File: config.mk
export PLATFORM = sky130hd
export DESIGN_NAME = text_line_buffer
export DESIGN_NICKNAME = d
export VERILOG_FILES = /design/src/rtl/text_pkg.sv /design/src/rtl/pin_sync_edge.sv /design/src/rtl/text_line_buffer.sv
export SDC_FILE = /design/constraint.sdc
export NUM_CORES = 1
export LEC_CHECK = 0
export CAP_MARGIN = 20
export CORE_MARGIN = 5
export CORE_UTILIZATION = 45
export CTS_CLUSTER_SIZE = 20
export DETAILED_ROUTE_END_ITERATION = 8
export GPL_ROUTABILITY_DRIVEN = 1
export PLACE_DENSITY = 0.72
export REMOVE_ABC_BUFFERS = 1
export SYNTH_ARGS = -nofsm -noshare
export SYNTH_HDL_FRONTEND = slang
export SYNTH_SLANG_ARGS = --single-unit
File: constraint.sdc
create_clock -name clk -period 2.35 [get_ports clk]
set_input_delay 0.5875 -clock clk [delete_from_list [all_inputs] [get_ports clk]]
set_output_delay 0.5875 -clock clk [all_outputs]
set_load 0.02 [all_outputs]
File: src/rtl/text_pkg.sv
// Shared text-line constants for the line buffer and the VGA text renderer.
// Default banner and character helpers live here so both sides agree.
package text_pkg;

    localparam int TEXT_LEN = 16;
    localparam int TEXT_PW  = $clog2(TEXT_LEN);

    typedef logic [7:0] char_t;

    localparam char_t CHAR_SPACE = 8'h20;

    localparam logic [TEXT_LEN*8-1:0] DEFAULT_TEXT =
        "Driving IT 2025 ";

    typedef struct packed {
        logic wr;
        logic clr;
    } pin_evt_t;

    // Leftmost character of the literal sits in the top byte.
    function automatic char_t default_char(input int i);
        int k;
        k = i % TEXT_LEN;
        return DEFAULT_TEXT[(TEXT_LEN-1-k)*8 +: 8];
    endfunction

endpackage

File: src/rtl/pin_sync_edge.sv
// Two-flop synchronizer for an asynchronous pin with a rising-edge pulse.
// The pulse is one clock wide and derived from the synchronized level.
module pin_sync_edge (
    input  logic clk,
    input  logic rst_n,
    input  logic pin,
    output logic rise
);

    logic s1;
    logic s2;
    logic hist;

    always_ff @(posedge clk) begin
        if (!rst_n) begin
            s1   <= 1'b0;
            s2   <= 1'b0;
            hist <= 1'b0;
        end else begin
            s1   <= pin;
            s2   <= s1;
            hist <= s2;
        end
    end

    assign rise = s2 & ~hist;

endmodule

File: src/rtl/text_line_buffer.sv
// Writable, scrollable line store with a registered per-pixel character read.
// Pin writes auto-increment; marquee rotation advances on vsync frame events.
module text_line_buffer #(
    parameter int TEXT_LEN         = 16,
    parameter int SCROLL_DIV       = 8,
    parameter int VSYNC_ACTIVE_LOW = 1
) (
    input  logic                        clk,
    input  logic                        rst_n,
    input  logic [7:0]                  wr_data,
    input  logic                        wr_strobe,
    input  logic                        wr_clear,
    input  logic                        scroll_en,
    input  logic                        vsync,
    input  logic [$clog2(TEXT_LEN):0]   rd_index,
    output logic [7:0]                  rd_char,
    output logic [$clog2(TEXT_LEN)-1:0] wr_ptr,
    output logic [$clog2(TEXT_LEN)-1:0] scroll_offset
);

    import text_pkg::*;

    localparam int PW = $clog2(TEXT_LEN);
    localparam logic [7:0] DIV_LAST = 8'(SCROLL_DIV - 1);

    char_t          mem [TEXT_LEN];
    pin_evt_t       evt;
    logic [PW-1:0]  wr_slot;
    logic [PW-1:0]  rd_slot;
    logic           vs_act;
    logic           vs_hist;
    logic           frame_evt;
    logic [7:0]     frame_cnt;

    pin_sync_edge u_wr_sync (
        .clk   (clk),
        .rst_n (rst_n),
        .pin   (wr_strobe),
        .rise  (evt.wr)
    );

    pin_sync_edge u_clr_sync (
        .clk   (clk),
        .rst_n (rst_n),
        .pin   (wr_clear),
        .rise  (evt.clr)
    );

    // A clear coinciding with a write redirects that write to slot 0.
    assign wr_slot = evt.clr ? '0 : wr_ptr;
    assign rd_slot = rd_index[PW-1:0] + scroll_offset;

    assign vs_act    = (VSYNC_ACTIVE_LOW != 0) ? ~vsync : vsync;
    assign frame_evt = vs_act & ~vs_hist;

    always_ff @(posedge clk) begin
        if (!rst_n) begin
            for (int i = 0; i < TEXT_LEN; i++) begin
                mem[i[PW-1:0]] <= default_char(i);
            end
        end else if (evt.wr) begin
            mem[wr_slot] <= wr_data;
        end
    end

    always_ff @(posedge clk) begin
        if (!rst_n) begin
            wr_ptr <= '0;
        end else if (evt.wr) begin
            wr_ptr <= wr_slot + 1'b1;
        end else if (evt.clr) begin
            wr_ptr <= '0;
        end
    end

    always_ff @(posedge clk) begin
        if (!rst_n) begin
            vs_hist       <= 1'b0;
            frame_cnt     <= '0;
            scroll_offset <= '0;
        end else begin
            vs_hist <= vs_act;
            if (scroll_en && frame_evt) begin
                if (frame_cnt == DIV_LAST) begin
                    frame_cnt     <= '0;
                    scroll_offset <= scroll_offset + 1'b1;
                end else begin
                    frame_cnt <= frame_cnt + 8'd1;
                end
            end
        end
    end

    always_ff @(posedge clk) begin
        if (!rst_n) begin
            rd_char <= CHAR_SPACE;
        end else if (rd_index[PW]) begin
            rd_char <= CHAR_SPACE;
        end else begin
            rd_char <= mem[rd_slot];
        end
    end

endmodule

==> results by group <==
Clock network
  • Post-CTS Hold Buffers: 0
  • Clock slew seen by the registers of the worst setup and hold paths: 60 ps
  • Worst skew pair latency: 430 ps
  • CTS tree: built
  • CTS buffer count: 17
  • H-Tree Depth: 4
  • Root buf cell: clkbuf_16
  • Clk buf depth: 2
  • Clock tree sinks: 159

Global routing
  • Initial antenna violation count: 0
  • First-pass GRT wire length: 26.1 mm
  • Via count of the first global-routing pass: 4364
  • Grt ovf: 0
  • Pin count of the biggest net entering global routing: 23
  • Tot GR Track Use: 19.2%

Pwr
  • Flop pwr share: 49.5%
  • Pint: ~5 mW
  • Worst vdd ir: approximately 0.51 mV
  • Static Leak: 3.11 nW
  • Pwr dens: 707 nW/um^2
  • Gate power share: 7.1%
  • Psw: 1.34 mW
  • Share of power burned in the clock network: 43.4%
  • Switch share: 21.2%

Outcome
  • Status: complete, no violations

Route
  • Drt total wl: approximately 17 mm
  • Met3 routed wirelength: 1.19 mm
  • Vias per cell: 5.44
  • Post-DR wirelength/cell: 20.9 microns
  • Initial DRC count: 456
  • WL met1: 7.34 mm
  • ANT nets after route: 0
  • Vias: 4370
  • DR WL met2: approximately 8.0 mm
  • Post-route DRC: 0
  • Max layer used: met4
  • Pre-antenna DRT Iters: 5

Cells and area
  • Area Growth Syn to Fin: 22.9%
  • Antenna diode count: 0
  • Commonest non-fill, non-tap cells in the layout: 128 x edfxtp_1, 88 x and2_1, 45 x buf_4
  • Final core occ: 56.3%
  • Final Instance Count excl. Fillers: 804
  • Fill cells: 1249
  • Share of post-route cells with drive strength above 1: 22.1%
  • Commonest non-fill, non-tap cell in the layout: edfxtp_1
  • Nets: 600

Run
  • Total of max-cap violations: 0

STA
  • Worst slew pin tran: 645 ps
  • Post-layout minimum cycle time: approximately 2300 ps
  • Slew Viols, Final: 0
  • Final Hold Violating Endpoints: 0
  • # setup viols final: 0
  • Rel. slew slack: 56.9%
  • Fin crit share: 98.3%
  • RSZ-0062 raised after global routing: no
  • Clock Skews: 14.3 ps
  • Fmax: between 400 and 500 MHz
  • PnR worst setup slack: around 40 ps

Setup path
  • Worst setup path startpoint: rd_index[0]
  • Critical path peak fanout: 6
  • Worst EP arrival: 2600 ps
  • Critical path's slowest cell: fa_2
  • R2R cell count: 7
  • CP required: 2640 ps
  • Setup crit end: rd_char[6]
  • CP Cell Sequence: dlygate4sd2_1 -> ha_2 -> fa_2 -> buf_12 -> buf_16 -> mux4_2 -> mux2i_2 -> o22ai_1
  • CP max stage delay: 650 ps
  • FF-to-FF setup slack: 110 ps
  • Worst reg2reg path endpoint: rd_char[6]
  • Setup crit start kind: primary input
  • Worst setup EP type: register
  • Reg2reg start: scroll_offset[0]
  • Crit path kind: in2reg

Yosys
  • Largest family of logic cells by synthesized area: simple AND/OR/NAND/NOR gates
  • YS warnings: 0
  • Synth Area in Compound Gates: between 2 and 2.5%
  • Distinct cell type count after synthesis: between 40 and 50
  • Proportion of synthesized area in mux cells: a little over an eighth
  • Asr flop ratio synth: 0%
  • FF+latch count, synth: around 160
  • Share of the yosys chip area belonging to registers: 61.4%
  • Post-synth EDFFs: 128
  • Area share of and/or/nand/nor cells after synthesis: roughly 18%
  • Cell area after synthesis: 7270 sq um
  • Cells after synthesis: between 400 and 500
  • Synth Area in XOR/XNOR: 1.67%
  • Avg Inst Size Synth: between 10 and 15 sq um
  • Synth Area in Adders: 1.14%
  • Ys flop type: edfxtp_1

Floorplan
  • Core area: between 15000 and 20000 sq um
  • Die Wd: between 100 and 150 microns
  • # rows: 46
  • Die area: 18800 sq um
  • Starting Density: 45.8%
  • Die height: 137 microns
  • IO Count: 35

Place
  • HPWL after detailed placement: ~12 mm
  • IO Port Bufs: 34
  • Placed cell count: 767
  • GPL Wtd Cong: 0.856
  • Pre-CTS setup slack: -480 ps

Min path
  • Worst Hold Class: reg2reg
  • Hold path start: u_clr_sync.s1
[what timing repair did]
action                                  4_1_cts  5_1_grt
endpoints found under the setup margin        4        6
gates resized for setup                       5        7
gates cloned                                  2        0
pin swaps                                     2        1
buffers inserted                              1        2
[final cells by class]
class	instances	area [sq um]	share of cell area, %
clock inverter	7	41.3	0.462
tap	216	270	3.02
multi-input combinational	303	2630	29.4
timing repair buffer	93	966	10.8
inverter	1	3.75	0.0420
sequential	159	4470	50.0
clock buffer	25	561	6.27
[cells in the mapped netlist, drive strengths merged, types with 3 or more instances]
| library cell | number | share of area [%] |
|---|---|---|
| and2 | 88 | 7.6 |
| and3 | 3 | 0.26 |
| buf | 10 | 1.4 |
| clkbuf | 23 | 1.2 |
| dfxtp | 31 | 8.5 |
| edfxtp | 128 | 53 |
| ha | 5 | 0.86 |
| mux2i | 18 | 2.5 |
| mux4 | 32 | 11 |
| nand2 | 7 | 0.36 |
| nand2b | 20 | 1.7 |
| nand3 | 3 | 0.21 |
| nand4 | 5 | 0.72 |
| nor2 | 21 | 1.1 |
| nor2b | 5 | 0.43 |
| nor3 | 4 | 0.48 |
| o21ai | 15 | 1.0 |
| o22ai | 7 | 0.60 |
| or3 | 41 | 3.5 |
| xnor2 | 6 | 0.72 |
| xor2 | 7 | 0.95 |
[worst min-delay path by stage]
stage	to	slack, ps	cells after the start
floorplan	u_clr_sync.s2	410	1
finish	u_clr_sync.s2	440	1
global placement	u_wr_sync.s2	420	1
global route	u_clr_sync.s2	470	1
CTS	u_clr_sync.s2	450	1
detailed placement	u_clr_sync.s2	430	1
[power by group through the flow]
stage               clock network (mW)  registers, mW  logic, mW
floorplan                            0           3.18      0.186
global placement                     0           3.18      0.419
detailed placement                   0           3.18      0.430
CTS                               2.77           3.12      0.449
global route                      2.90           3.13      0.477
finish                            2.74           3.12      0.451
[stage by stage]
stage | setup TNS, ps | instance area [sq um] | total power [mW] | hold slack [ps]
floorplan | -3930 | 7090 | 3.37 | 412
global placement | -3300 | 8230 | 3.60 | 417
detailed placement | -3530 | 8230 | 3.61 | 433
CTS | 0 | 8910 | 6.34 | 447
global route | 0 | 8940 | 6.51 | 470
finish | 0 | 8940 | 6.32 | 443
[worst max-delay path, delay by kind of cell]
| family | cells | cell delay (ps) |
|---|---|---|
| AO/OA/AOI/OAI | 1 | 130 |
| buffers and inverters | 3 | 500 |
| adder cells (fa/ha/maj) | 2 | 830 |
| multiplexers | 2 | 550 |
[state kept, by name, summed over array words and instances, names as in the netlist]
name	flops
u_clr_sync.s1	1
u_wr_sync.s1	1
u_wr_sync.s2	1
mem	128
frame_cnt	8
scroll_offset	4
wr_ptr	4
rd_char	8
u_clr_sync.hist	1
vs_hist	1
u_clr_sync.s2	1
u_wr_sync.hist	1
[cells by family (layout without fill, tap and decap cells)]
| logic type | count (synthesis) | count (layout) |
|---|---|---|
| muxes | 52 | 52 |
| adders and majority gates | 6 | 6 |
| and+or+nand+nor | 203 | 203 |
| AOI/OAI and AO/OA | 29 | 29 |
| buffers and inverters | 34 | 126 |
| xor gates and xnor gates | 13 | 13 |
| DFF | 159 | 159 |
[metal layers]
layer  track usage [%]  vias up
li1                  -     2008
met1              26.7     2188
met2              30.1      157
met3              4.78       17
met4              5.76        0
met5                 0        -
Note: power is estimated with default switching activity, not from simulation.
